**config.mk**
```make
export PLATFORM = sky130hd
export DESIGN_NAME = sprite_rom_arbiter
export DESIGN_NICKNAME = d
export VERILOG_FILES = /design/src/rtl/sprite_pkg.sv /design/src/rtl/rr_picker.sv /design/src/rtl/sprite_rom_arbiter.sv
export SDC_FILE = /design/constraint.sdc
export NUM_CORES = 1
export LEC_CHECK = 0
export CAP_MARGIN = 20
export CORE_MARGIN = 4
export CORE_UTILIZATION = 41
export DETAILED_ROUTE_END_ITERATION = 7
export PLACE_DENSITY_LB_ADDON = 0.1
export REMOVE_ABC_BUFFERS = 1
export SYNTH_ARGS = -nofsm -noshare
export SYNTH_HDL_FRONTEND = slang
export SYNTH_HIERARCHICAL = 1
export SYNTH_SLANG_ARGS = --single-unit
```
**constraint.sdc**
```tcl
create_clock -name pixel_clk_in -period 4 [get_ports pixel_clk_in]
set_input_delay 0.8 -clock pixel_clk_in [delete_from_list [all_inputs] [get_ports pixel_clk_in]]
set_output_delay 0.8 -clock pixel_clk_in [all_outputs]
set_load 0.005 [all_outputs]
```
**src/rtl/sprite_pkg.sv**
```systemverilog
// Shared definitions for the sprite ROM and its arbiter: ROM geometry,
// ROM read latency and a helper that sizes round-robin pointers.
package sprite_pkg;

    localparam int SPRITE_ROM_DEPTH   = 72000;
    localparam int SPRITE_ROM_LATENCY = 2;
    localparam int SPRITE_ADDR_WIDTH  = $clog2(SPRITE_ROM_DEPTH);

    typedef logic [SPRITE_ADDR_WIDTH-1:0] rom_addr_t;

    // Width of an index into n requesters; never narrower than one bit.
    function automatic int ptr_width(input int n);
        return (n > 1) ? $clog2(n) : 1;
    endfunction

endpackage

```
**src/rtl/rr_picker.sv**
```systemverilog
// Combinational round-robin picker: returns the first eligible request
// found scanning upward from ptr_in, wrapping back to index 0.
module rr_picker
    import sprite_pkg::*;
#(
    parameter int NUM_REQ = 4,
    parameter int PTR_W   = ptr_width(NUM_REQ)
) (
    input  logic [NUM_REQ-1:0] req_in,
    input  logic [PTR_W-1:0]   ptr_in,
    input  logic [NUM_REQ-1:0] mask_in,
    output logic [NUM_REQ-1:0] grant_out
);

    logic [NUM_REQ-1:0] eligible;
    logic [PTR_W:0]     scan_sum;
    logic [PTR_W-1:0]   scan_idx;
    logic               found;

    assign eligible = req_in & mask_in;

    // Scan all NUM_REQ positions starting at the pointer; first hit wins.
    always_comb begin
        // NOTE: every variable gets a default before any branch, so no path
        // through this block can leave a value held and infer a latch.
        grant_out = '0;
        found     = 1'b0;
        scan_sum  = '0;
        scan_idx  = '0;
        for (int off = 0; off < NUM_REQ; off++) begin
            scan_sum = {1'b0, ptr_in} + (PTR_W+1)'(off);
            // Explicit compare instead of a truncated mod, so non-power-of-two
            // requester counts wrap correctly.
            if (scan_sum >= (PTR_W+1)'(NUM_REQ)) begin
                scan_sum = scan_sum - (PTR_W+1)'(NUM_REQ);
            end
            scan_idx = scan_sum[PTR_W-1:0];
            if (!found && eligible[scan_idx]) begin
                grant_out[scan_idx] = 1'b1;
                found               = 1'b1;
            end
        end
    end

endmodule

```
**src/rtl/sprite_rom_arbiter.sv**
```systemverilog
// Shares one single-port sprite ROM between NUM_REQ renderers. Requester 0
// (raster) may take strict priority; the rest share round-robin. A tag
// pipeline follows each read through the ROM so the data returns to the
// requester that issued it.
module sprite_rom_arbiter
    import sprite_pkg::*;
#(
    parameter int NUM_REQ     = 4,
    parameter int ADDR_WIDTH  = SPRITE_ADDR_WIDTH,
    parameter int DATA_WIDTH  = 1,
    parameter int ROM_LATENCY = SPRITE_ROM_LATENCY,
    parameter bit STRICT_REQ0 = 1'b1
) (
    input  logic                          pixel_clk_in,
    input  logic                          rst_in,
    input  logic [NUM_REQ-1:0]            req_valid_in,
    input  logic [NUM_REQ*ADDR_WIDTH-1:0] req_addr_in,
    output logic [NUM_REQ-1:0]            grant_out,
    output logic [ADDR_WIDTH-1:0]         rom_addr_out,
    output logic                          rom_en_out,
    input  logic [DATA_WIDTH-1:0]         rom_data_in,
    output logic [NUM_REQ-1:0]            rsp_valid_out,
    output logic [DATA_WIDTH-1:0]         rsp_data_out
);

    localparam int PTR_W     = ptr_width(NUM_REQ);
    // One stage for the registered ROM address plus one per ROM cycle.
    localparam int TAG_DEPTH = 1 + ROM_LATENCY;

    localparam logic [NUM_REQ-1:0] ALL_REQ = '1;
    // Under strict priority requester 0 never competes in the round-robin.
    localparam logic [NUM_REQ-1:0] RR_MASK =
        STRICT_REQ0 ? (ALL_REQ & ~NUM_REQ'(1)) : ALL_REQ;

    logic [PTR_W-1:0]      rr_ptr_d, rr_ptr_q;
    logic [NUM_REQ-1:0]    rr_grant;
    logic [NUM_REQ-1:0]    grant;
    logic                  strict_win;
    logic [PTR_W-1:0]      win_idx;

    logic [ADDR_WIDTH-1:0] rom_addr_d, rom_addr_q;
    logic                  rom_en_d, rom_en_q;

    logic [TAG_DEPTH-1:0]  tag_valid_d, tag_valid_q;
    logic [NUM_REQ-1:0]    tag_id_d [TAG_DEPTH];
    logic [NUM_REQ-1:0]    tag_id_q [TAG_DEPTH];

    logic [NUM_REQ-1:0]    rsp_valid_d, rsp_valid_q;
    logic [DATA_WIDTH-1:0] rsp_data_d, rsp_data_q;

    rr_picker #(
        .NUM_REQ (NUM_REQ),
        .PTR_W   (PTR_W)
    ) u_rr_picker (
        .req_in    (req_valid_in),
        .ptr_in    (rr_ptr_q),
        .mask_in   (RR_MASK),
        .grant_out (rr_grant)
    );

    // Final grant: strict requester 0 overrides the round-robin pick; no grant in reset.
    always_comb begin
        strict_win = STRICT_REQ0 && req_valid_in[0];
        grant      = '0;
        if (!rst_in) begin
            grant = strict_win ? NUM_REQ'(1) : rr_grant;
        end
    end

    assign grant_out = grant;

    // Encode the winner and select its address; the ROM address holds when idle.
    always_comb begin
        win_idx    = '0;
        rom_addr_d = rom_addr_q;
        for (int i = 0; i < NUM_REQ; i++) begin
            if (grant[i]) begin
                win_idx    = PTR_W'(i);
                rom_addr_d = req_addr_in[i*ADDR_WIDTH +: ADDR_WIDTH];
            end
        end
        rom_en_d = |grant;
    end

    // Advance the pointer past a round-robin winner; strict grants leave it alone.
    always_comb begin
        rr_ptr_d = rr_ptr_q;
        if (rom_en_d && !strict_win) begin
            if (win_idx == PTR_W'(NUM_REQ - 1)) begin
                rr_ptr_d = STRICT_REQ0 ? PTR_W'(1) : '0;
            end else begin
                rr_ptr_d = win_idx + 1'b1;
            end
        end
    end

    // Shift the {valid, id} tags in step with the ROM and register the response.
    always_comb begin
        tag_valid_d[0] = rom_en_d;
        tag_id_d[0]    = grant;
        for (int s = 1; s < TAG_DEPTH; s++) begin
            tag_valid_d[s] = tag_valid_q[s-1];
            tag_id_d[s]    = tag_id_q[s-1];
        end
        rsp_valid_d = tag_valid_q[TAG_DEPTH-1] ? tag_id_q[TAG_DEPTH-1] : '0;
        rsp_data_d  = tag_valid_q[TAG_DEPTH-1] ? rom_data_in : rsp_data_q;
    end

    // Control state with asynchronous clear: pointer, ROM port, tag valids, response.
    always_ff @(posedge pixel_clk_in or posedge rst_in) begin
        // NOTE: non-blocking assignments here so every flop samples the
        // pre-edge value of the others, independent of statement order.
        if (rst_in) begin
            rr_ptr_q    <= '0;
            rom_addr_q  <= '0;
            rom_en_q    <= 1'b0;
            tag_valid_q <= '0;
            rsp_valid_q <= '0;
            rsp_data_q  <= '0;
        end else begin
            rr_ptr_q    <= rr_ptr_d;
            rom_addr_q  <= rom_addr_d;
            rom_en_q    <= rom_en_d;
            tag_valid_q <= tag_valid_d;
            rsp_valid_q <= rsp_valid_d;
            rsp_data_q  <= rsp_data_d;
        end
    end

    // Requester ids travelling alongside the valid bits.
    always_ff @(posedge pixel_clk_in) begin
        // NOTE: ids are left out of reset on purpose; they are ignored while
        // their valid bit is low, and the valids are cleared by reset.
        tag_id_q <= tag_id_d;
    end

    assign rom_addr_out  = rom_addr_q;
    assign rom_en_out    = rom_en_q;
    assign rsp_valid_out = rsp_valid_q;
    assign rsp_data_out  = rsp_data_q;

endmodule

```
**Yosys cells after proc, flatten, opt, wreduce, memory -nomap -nowiden**

Cells that the tools add are included.

- Input port bits: 75
- Word-level logic and storage cells: 85
- Output and inout port bits: 27
- Bits in latches: 0
- Flip-flop bits (word level): 40
- RAM bits: 0
- Memory bits (read-only): 0
- Memories kept: 0

- Equal/unequal tests: 1
- $lt $le $gt $ge: 12
- Bitwise logic cells: 3
- Reductions and logical operators: 14
- Muxes and demuxes: 38
- Multipliers: 0
- Add/sub/neg operators: 8
- Shifts and indexed selects: 0
- Divide/modulo/power cells: 0

Operators with widths:

| cell | count |
|---|---|
| 17-bit two-way mux | 4 |
| 4-bit two-way mux | 7 |
| 2-bit two-way mux | 7 |
| 2-bit by 3-bit less-than comparator with 1-bit output, second input constant | 4 |
| 1-bit two-way mux | 12 |
| 4-bit OR | 3 |
| 3-bit greater-or-equal comparator, second input constant | 3 |
| 1-bit binary-select mux with 2-bit select | 4 |
| 1-bit demux with 2-bit select | 4 |
| 2-bit by 1-bit greater-or-equal comparator with 1-bit output, second input constant | 4 |
| 1-bit logical AND | 8 |
| 2-bit by 1-bit subtractor with 2-bit output, second input constant | 4 |
| 2-bit by 2-bit adder with 3-bit output, second input constant | 2 |
| 1-bit logical NOT | 4 |
| 4-bit nonzero test | 1 |
| 4-bit OR reduction | 1 |
| 2-bit by 1-bit adder with 3-bit output, second input constant | 1 |
| 2-bit by 3-bit greater-or-equal comparator with 1-bit output, second input constant | 1 |
| 2-bit by 1-bit adder with 2-bit output, second input constant | 1 |
| 2-bit == test, second input constant | 1 |

**Longest topological paths before layout**

Gate-level depths: netlist of the first run.

- Word-level depth: 21
- Gate-level depth with buffers: 13
- Depth with buffers taken out: 11

**Hierarchy**

Netlist of the first run, hierarchy kept.

Modules (own cells, without submodules):

| module | area each (um2) | sequential area each (um2) | cells an instance | instances |
|---|---|---|---|---|
| sprite_rom_arbiter | 1793.0 | 915.9 | 188 | 1 |
| rr_picker | 399.1 | 0.0 | 49 | 1 |

**Least setup slack after synthesis of the first run**

No wires, ideal clock.

- Path type: register to output
- Start point: register rr_ptr_q[0]
- End point: output grant_out[1]
- Cell stages (with the launch flop): 12
- Data arrival time: 2.651 ns
- Slack: 0.549 ns
- Buffers on the path: 3
- Data required time: 3.200 ns
- Cells stage by stage: dfrtp_1 > inv_1 > ha_1 > or3b_1 > a211oi_2 > o21ai_0 > nand3_2 > or3b_1 > buf_6 > inv_8 > buf_12 > buf_4

RTL lines:

| item | RTL line | text |
|---|---|---|
| from (decl) | sprite_rom_arbiter.sv:35 | `logic [PTR_W-1:0] rr_ptr_d, rr_ptr_q;` |
| from (signal assigned) | sprite_rom_arbiter.sv:121 | `rr_ptr_q <= rr_ptr_d;` |
| to (decl) | sprite_rom_arbiter.sv:18 | `output logic [NUM_REQ-1:0] grant_out,` |

**Worst setup path in the final report of the first run**

- Start point: input req_valid_in[2]
- End point: output grant_out[3]

- Longest elaborated chain between the ends: 14
- Elaborated cells on any way between the ends: 26
- Those cells by class: mux (17); bitwise (3); reduce/logical (6)

RTL lines:

| item | RTL line | text |
|---|---|---|
| from (decl) | sprite_rom_arbiter.sv:16 | `input logic [NUM_REQ-1:0] req_valid_in,` |
| 1-bit binary-select mux with 2-bit select | rr_picker.sv:38 | `if (!found && eligible[scan_idx]) begin` |
| 1-bit two-way mux (not written as such) | rr_picker.sv:38 |  |
| 1-bit two-way mux | rr_picker.sv:38 |  |
| 1-bit logical NOT | rr_picker.sv:38 |  |
| 1-bit logical AND | rr_picker.sv:38 |  |
| 1-bit two-way mux | rr_picker.sv:38 |  |
| 1-bit logical NOT | rr_picker.sv:38 |  |
| 1-bit logical AND | rr_picker.sv:38 |  |
| 1-bit two-way mux | rr_picker.sv:38 |  |
| 1-bit logical NOT | rr_picker.sv:38 |  |
| 1-bit logical AND | rr_picker.sv:38 |  |
| 4-bit two-way mux * | rr_picker.sv:38 |  |
| via rr_grant[3] | sprite_rom_arbiter.sv:36 | `logic [NUM_REQ-1:0] rr_grant;` |
| 4-bit two-way mux * | sprite_rom_arbiter.sv:66 | `grant = strict_win ? NUM_REQ'(1) : rr_grant;` |
| 4-bit two-way mux * | sprite_rom_arbiter.sv:65 | `if (!rst_in) begin` |

Mark *: on every way through the listed nets, which the timed path passes. The rest lies on a longest branch. The select of a mux whose other input is x is not followed.

==> results of run 1 <==
-- repair_timing --
action	4_1_cts	5_1_grt
resized for setup	3	1
endpoints found under the hold margin	0	0
pin swaps	0	2
endpoints found under the setup margin	1	2
-- metal layers --
layer  wire (microns)  GRT usage (%)  part of all wire [%]
met1             2610           22.2                    42
met2             3090           33.9                    50
met3              388           5.10                   6.3
met4               60           6.76                  0.98
met5                0              0                     0
-- per-stage QoR --
| stage | instances | hold WS (ns) |
|---|---|---|
| 6_report | 429 | 0.322 |
| 5_1_grt | 429 | 0.334 |
| 4_1_cts | 428 | 0.320 |
| 3_5_place_dp | 420 | 0.312 |
| 3_3_place_gp | 420 | 0.310 |
| 2_1_floorplan | 230 | 0.310 |
-- critical path, delay by kind of cell --
kind                   cells  cell delay, ns
muxes                      1            0.53
and+or+nand+nor            3            0.31
AOI/OAI and AO/OA          2            0.22
buffers and inverters      4            1.23
-- cell type report --
type	instances	area, sq um
Fill cell	468	1640
Timing Repair Buffer	121	1180
Multi-Input combinational cell	183	1170
Tap cell	70	87.6
Sequential cell	39	916
Inverter	8	37.5
Clock inverter	3	46.3
Clock buffer	5	68.8
-- worst paths after layout --
check | startpoint | to | cells past startpoint
max | req_valid_in[2] | grant_out[3] | 10
min in group asynchronous | rst_in | rr_ptr_q[0] | 2
min | tag_id_d[5] | tag_id_d[1] | 0
min reg2reg | tag_id_d[5] | tag_id_d[1] | 0
max reg2reg | rr_ptr_q[1] | rom_addr_out[2] | 14
max in group asynchronous | rst_in | rom_addr_out[11] | 3
-- flip-flops by register name, indices dropped and copies added, names as in the netlist --
signal and cells:
rom_addr_out 17, rr_ptr_q 2, rsp_data_out 1, rsp_valid_out 4
tag_id_d 8, tag_id_q 4, tag_valid_q 3
-- logic make-up (layout without fill, tap and decap cells) --
group / after synthesis / count (layout) / synth area share (%)
AO/OA/AOI/OAI: 92 / 92 / 28.3
adder cells (fa/ha/maj): 8 / 8 / 4.57
buffers and inverters: 25 / 137 / 7.08
flip-flops: 39 / 39 / 41.8
multiplexers: 3 / 3 / 2.57
other: 2 / 12 / 0.343
AND/OR/NAND/NOR: 68 / 68 / 15.4
-- report_power, final --
group          internal [mW]  switching (mW)
logic                  0.659           0.593
registers              0.537          0.0614
clock network          0.188           0.147
total                   1.38           0.801
-- layout by cell type (no fill, tap or decap), types with 4 or more instances in the layout --
cell / synthesis / final
sky130_fd_sc_hd__nand2_1: 35 / 35
sky130_fd_sc_hd__dfxtp_1: 12 / 12
sky130_fd_sc_hd__clkdlybuf4s50_1: 0 / 100
sky130_fd_sc_hd__inv_1: 6 / 6
sky130_fd_sc_hd__clkbuf_8: 0 / 5
sky130_fd_sc_hd__buf_4: 5 / 18
sky130_fd_sc_hd__nand3_1: 7 / 7
sky130_fd_sc_hd__a21oi_2: 3 / 4
sky130_fd_sc_hd__nor2_1: 5 / 4
sky130_fd_sc_hd__nand3_2: 4 / 4
sky130_fd_sc_hd__a21oi_1: 21 / 20
sky130_fd_sc_hd__a22oi_1: 21 / 21
sky130_fd_sc_hd__o22a_1: 17 / 17
sky130_fd_sc_hd__and2_1: 5 / 5
sky130_fd_sc_hd__dfrtp_1: 27 / 27
sky130_fd_sc_hd__o21ai_0: 23 / 23
sky130_fd_sc_hd__ha_1: 8 / 8
sky130_fd_sc_hd__conb_1: 2 / 12
sky130_fd_sc_hd__nand2_2: 4 / 4
==> results, run 1 <==
- Using the TritonRoute via totals, the vias-per-cell ratio works out to 5.00.
- The final layout net count is 441.
- The power density over cell area is 624 mW/mm^2.
- Walking the worst path, the cells encountered are clkdlybuf4s50_1, nand2_2, mux4_2, a21oi_4, buf_4, a22oi_1, nand3_2, inv_1, nor2_1, clkdlybuf4s50_1.
- The hold violation count in the final report is 0.
- The number of sinks on the clock net is 39.
- The yosys synthesis warning count is 6.
- The total routing usage reported by global routing is 19.2%.
- The max-capacitance violation count is 0.
- For the worst-skew pair, the clock arrives at the later sink with an insertion delay of 0.29 ns.
- The detailed router placed 2145 vias in this run.
- The share of flip-flops with an asynchronous set or reset after synthesis is 69.2%.
- Entering global routing, the biggest net connects 36 pins.
- By area the synthesized netlist is led by sky130_fd_sc_hd__dfrtp_1, sky130_fd_sc_hd__dfxtp_1, sky130_fd_sc_hd__a22oi_1.
- The number of antenna diodes is 0.
- In the synthesized netlist, the cells that appear most often are sky130_fd_sc_hd__nand2_1, sky130_fd_sc_hd__dfrtp_1, sky130_fd_sc_hd__o21ai_0.
- Among the stages of the critical path, the cell type that occurs most often is sky130_fd_sc_hd__clkdlybuf4s50_1.
- The first global-routing pass estimated 9.70 mm of wire.
- The H-tree was split into 2 levels.
- The highest clock rate is 257 MHz.
- The max-slew violation total from the final report is 0.
- The die outline width is 81.1 microns.
- The gate count after technology mapping is 237.
- The post-layout instance area is 0.00350 sq mm.
- In this run the cell area of the synthesized design comes to 0.00219 sq mm.
- In the finished design, the share of the clock period the worst path needs comes to 97.2%.
- The initial cell density of the core is 42.6%.
- In the final layout, the share of cells above drive strength 1 is 14.2%.
- The number of different library cells used by synthesis comes to 36.
- The post-placement worst setup slack is -0.101 ns.
- The total power draw is 2.18 mW.
- In the routed design, unresolved DRC markers number 0.
- The total overflow left after global routing is 0.
- 102 I/O pins were placed.
- In this run the static leakage power is 1.44 nW.
- The min-delay analysis places its worst path in the category register to register.
- The first-pass iteration count of the detailed router is 4.
- At the end of the flow the core is filled with cells to 68.2%.
- STA puts the critical path data arrival time at 3.09 ns.
- Among all flip-flop cells after synthesis, the most frequent one is sky130_fd_sc_hd__dfrtp_1.
- The kind of critical path is primary input to output port.
- The congestion estimate from routability-driven global placement came to 0.872.
- Dividing the detail-routed wire length by the instance count gives 14.3 microns.
- The setup slack after layout is 0.111 ns.
- STA classifies the critical path endpoint as an output port.
- The flow ran to the end, and the final reports show no timing, DRC or antenna violations.
- The number of synthesized register bits is 39.
- The largest driver fanout on the critical path is 5.
- For this block, the initial DRC count from the detailed router was 72.
- The worst max-slew margin expressed relative to the limit is 62.4%.
- The number of synthesized flops with an enable pin is 0.
- Data on the critical path is required at its endpoint by 3.20 ns.
- STA classifies the critical path startpoint as a primary input.
- After clock tree synthesis, the setup repair step added 0 buffers.
- Dividing the synthesized area by the synthesized cell count gives 9.25 sq um.
- The TritonCTS buffer count is 5.
- The sequential element share of the synthesized area is 41.8%.
- The slowest library cell on the worst path is sky130_fd_sc_hd__clkdlybuf4s50_1.
- The CTS tree is built.
- The number of antenna violations at the first check in global routing is 0.
- The actual slew at the worst max-slew pin is 0.563 ns.
- Counting I/O delays and the setup requirement, the final critical path takes 3.89 ns.
- The via count of the first global-routing pass was 2115.
- In this design, the stage delay of the slowest critical-path cell is 0.54 ns.
- The synthesized design spends more area on one cell type than any other, namely sky130_fd_sc_hd__dfrtp_1.
- The total of endpoints with negative setup slack in the final report is 0.
- Compared with the post-synthesis result, the final layout area differs by 59.8%.
- After detailed routing, the total wire length is 6.15 mm.
- The wire-length estimate of the detail-placed layout is 4.63 mm.
- The count of nets left with antenna violations after detail routing is 0.
- The worst clock skew is 0.0119 ns.
- The root buffer cell chosen for the clock tree is sky130_fd_sc_hd__clkbuf_8.
- Of the post-synthesis cell area, the dominant cell type holds 30.8%.
- The worst register-to-register path has a setup slack of 0.92 ns.
- The number of cell rows is 26.
- The count of input and output buffers is 101.
- The floorplan die height is 81.1 microns.
- The most common cell in the netlist is sky130_fd_sc_hd__nand2_1.
- The final sum of negative setup slack is 0 ns.
- The hold buffer count at CTS is 0.
- The worst-case vdd ir drop is 309 uV.
- Setup repair after global routing left no endpoint under its margin.
- The area of the die is 0.00658 sq mm.
- The area of placed instances is 0.00337 sq mm.
- The core region is 0.00514 sq mm.
- The clock-pin transition on the worst setup and hold timing paths is 0.08 ns.
- In this run the deepest clock path goes through 2 buffers.
Power figures use the tool's default switching activity.
==> inputs of run 2 (changes only) <==
Settings changed: CORE_UTILIZATION 41 to 37, HOLD_SLACK_MARGIN set to 0.03.
Clock period 4 ns to 3.5 ns, I/O delays scaled along.
==> run 2 against run 1 <==
Worst setup slack got worse by 0.046 ns. Clock skew decreased by 0.0014 ns. Die area rose by 9.7%. Sequential share of layout area fell by 1.0 points. Highest routed layer unchanged. Register-to-register slack worse by 0.33 ns. Sequential power up 15%. Sequential cell count is the same. First-iteration DRC count grew 25%. Combinational power up 28%. Clock-buffer cell count stayed put. Global-route usage down 0.87 points.
==> results, run 2 (synthesis results as in run 1) <==
- The clock insertion delay at the later pin of the skew report is 0.29 ns (about the same).
- The flip-flop count of the largest register after layout is 17 (unchanged).
- The buffer count from post-CTS setup fixing came to 0 (unchanged).
- The ratio of cells with drive above 1 in the final layout is 18.0% (+3.8 points).
- The ratio of final minimum period to clock period is 98.1%.
- The TritonCTS buffer count was 5 (unchanged).
- Compared with the post-synthesis result, the final layout area differs by 66.4%.
- The floorplan die height is 85.0 microns (+4.7%).
- The global-route wire length before repair is 10.7 mm (+10%).
- The leakage power is 1.54 nW (+6.7%).
- The total length of routed wires is 6.58 mm (+7.0%).
- The core region area is 0.00564 sq mm (+9.8%).
- The count of routing violations after the opening detailed-route iteration is 90 (+25%).
- The met1 layer wirelength in the final routing is 2.64 mm (+1.1%).
- In this run the clock root is driven by a sky130_fd_sc_hd__clkbuf_8.
- The global route total overflow is 0 (unchanged).
- The amount of wire on met2 after detailed routing is 3.41 mm (+10%).
- The uppermost metal layer occupied by signal nets is met4.
- The half-perimeter wire length after detailed placement came to 5.03 mm (+8.8%).
- The count of nets left with antenna violations after detail routing is 0 (unchanged).
- The number of cell rows is 27 (+3.8%).
- The required time reported for the critical path endpoint came to 2.80 ns (-0.40 ns).
- The total routing usage reported by global routing is 18.3% (-0.87 points).
- The average detailed-routed wire length per instance came to 14.8 microns (+3.1%).
- The data arrival at the endpoint of the critical path is 2.74 ns (-0.35 ns).
- The worst clock skew was 0.0105 ns (-0.00145 ns).
- The number of antenna violations at the first check in global routing is 0 (unchanged).
- The library cells used most frequently in the layout, excluding fill and tap cells, are sky130_fd_sc_hd__clkdlybuf4s50_1, sky130_fd_sc_hd__nand2_1, sky130_fd_sc_hd__buf_4, sky130_fd_sc_hd__dfrtp_1, sky130_fd_sc_hd__o21ai_0.
- The post-layout instance area came to 0.00365 sq mm (+4.1%).
- The met3 layer wire length in the routed design came to 472 microns (+22%).
- The power density over cell area is 730 mW/mm^2 (+17%).
- The I/O pin total is 102 (unchanged).
- The count of input and output buffers came to 101 (unchanged).
- The initial cell density of the core is 38.9% (-3.8 points).
- Timing would allow up to 291 MHz.
- The final layout net count is 455 (+3.2%).
- The first-pass iteration count of the detailed router was 4 (unchanged).
- The multi-input logic area was 0.00119 sq mm (+1.6%).
- The placer congestion estimate came to 0.969 (+11%).
- The critical path is of the primary input to output port type.
- The maximum clock insertion buffer count is 2 (unchanged).
- The flow ran to the end, and the final reports show no timing, DRC or antenna violations.
- The area of the die was 0.00722 sq mm (+9.7%).
- The total of endpoints with negative setup slack in the final report was 0 (unchanged).
- The number of vias after detailed routing is 2251 (+4.9%).
- The mean number of vias per cell was 5.06 (+1.2%).
- The commonest non-fill, non-tap cell in the layout is sky130_fd_sc_hd__clkdlybuf4s50_1.
- The actual slew at the worst max-slew pin came to 0.615 ns (+0.0519 ns).
- The area of placed instances came to 0.00351 sq mm (+4.4%).
- The max-capacitance violation count was 0 (unchanged).
- The max-slew violation total from the final report is 0 (unchanged).
- The clock-pin transition on the worst setup and hold timing paths is 0.08 ns (about the same).
- The die outline width is 85.0 microns (+4.7%).
- The worst hold slack is 0.332 ns (+0.00996 ns).
- The worst-case vdd ir drop is 366 uV (+19%).
- The largest net degree at the start of global routing was 21 (-42%).
- The number of sinks on the clock net came to 39 (unchanged).
- The number of antenna diodes is 0 (unchanged).
- The number of inserted filler cells in the final layout came to 505 (+7.9%).
- The hold violation count in the final report is 0 (unchanged).
- The post-detailed-route DRC marker count is 0 (unchanged).
- The element type at the critical path start is a primary input.
- The largest driver fanout on the critical path is 4 (-1).
- The footprint of the flip-flops and latches came to 916 sq um (unchanged).
- The via count of the first global-routing pass came to 2180 (+3.1%).
- The hold buffer count at CTS is 0 (unchanged).
- The smallest clock period supported by the final layout is computed as 3.44 ns.
- TritonCTS built the clock tree.
- The worst max-slew margin expressed relative to the limit is 58.9% (-3.5 points).
- The number of levels in the clock H-tree is 2 (unchanged).
- The capturing element type of the critical path is an output port.
- The worst min-delay path category is register to register.
-- run 2: layout make-up --
type / instances / share of cell area, %
Clock buffer: 5 / 1.89
Clock inverter: 3 / 1.20
Inverter: 8 / 1.03
Multi-Input combinational cell: 183 / 32.5
Sequential cell: 39 / 25.1
Tap cell: 72 / 2.47
Timing Repair Buffer: 135 / 35.8
-- run 2: path summary, 6_finish.rpt --
check                           slack [ns]            start  cells past startpoint          endpoint
max in group asynchronous             2.10           rst_in                      3   rom_addr_out[5]
worst max-delay path                  0.06  req_valid_in[2]                      9      grant_out[1]
min in group asynchronous             0.91           rst_in                      2  rsp_valid_out[0]
worst max register to register        0.59      rr_ptr_q[0]                     13   rom_addr_out[1]
worst min register to register        0.33      tag_id_d[4]                      0       tag_id_d[0]
worst min-delay path                  0.33      tag_id_d[4]                      0       tag_id_d[0]
-- run 2: report_power, final --
part / switching, mW / internal [mW] / total [mW]
combinational: 0.723 / 0.881 / 1.60
clock: 0.158 / 0.212 / 0.370
sequential: 0.0746 / 0.614 / 0.688
-- run 2: metal layers --
metal | vias to the layer above | track usage [%]
met5 | - | 0
met4 | 0 | 4.32
met3 | 5 | 4.47
met2 | 87 | 33.1
met1 | 1047 | 21.7
li1 | 1112 | -
-- run 2: worst max-delay path, stage by stage --
cell                              delay [ns]
sky130_fd_sc_hd__clkdlybuf4s50_1        0.49
sky130_fd_sc_hd__nand2_2                0.09
sky130_fd_sc_hd__mux4_2                 0.52
sky130_fd_sc_hd__a21oi_4                0.14
sky130_fd_sc_hd__a22oi_1                0.10
sky130_fd_sc_hd__nand3_2                0.09
sky130_fd_sc_hd__or3b_4                 0.42
sky130_fd_sc_hd__inv_8                  0.06
sky130_fd_sc_hd__clkbuf_2               0.12
-- run 2: metrics by stage --
step	worst slack, ns	util [%]	TNS [ns]	power (mW)	std cells
global placement	-0.447	61.8	-0.731	2.27	436
detailed placement	-0.513	62.3	-0.968	2.29	437
global route	-0.0397	64.6	-0.111	2.86	445
floorplan	0.147	-	0	1.44	230
finish	0.0649	64.6	0	2.66	445
CTS	-0.0837	64.4	-0.0837	2.68	445
-- run 2: repair_timing --
item | 4_1_cts | 5_1_grt
gates resized for setup | 8 | 6
setup endpoints to repair | 4 | 1
pin swaps | 1 | 3
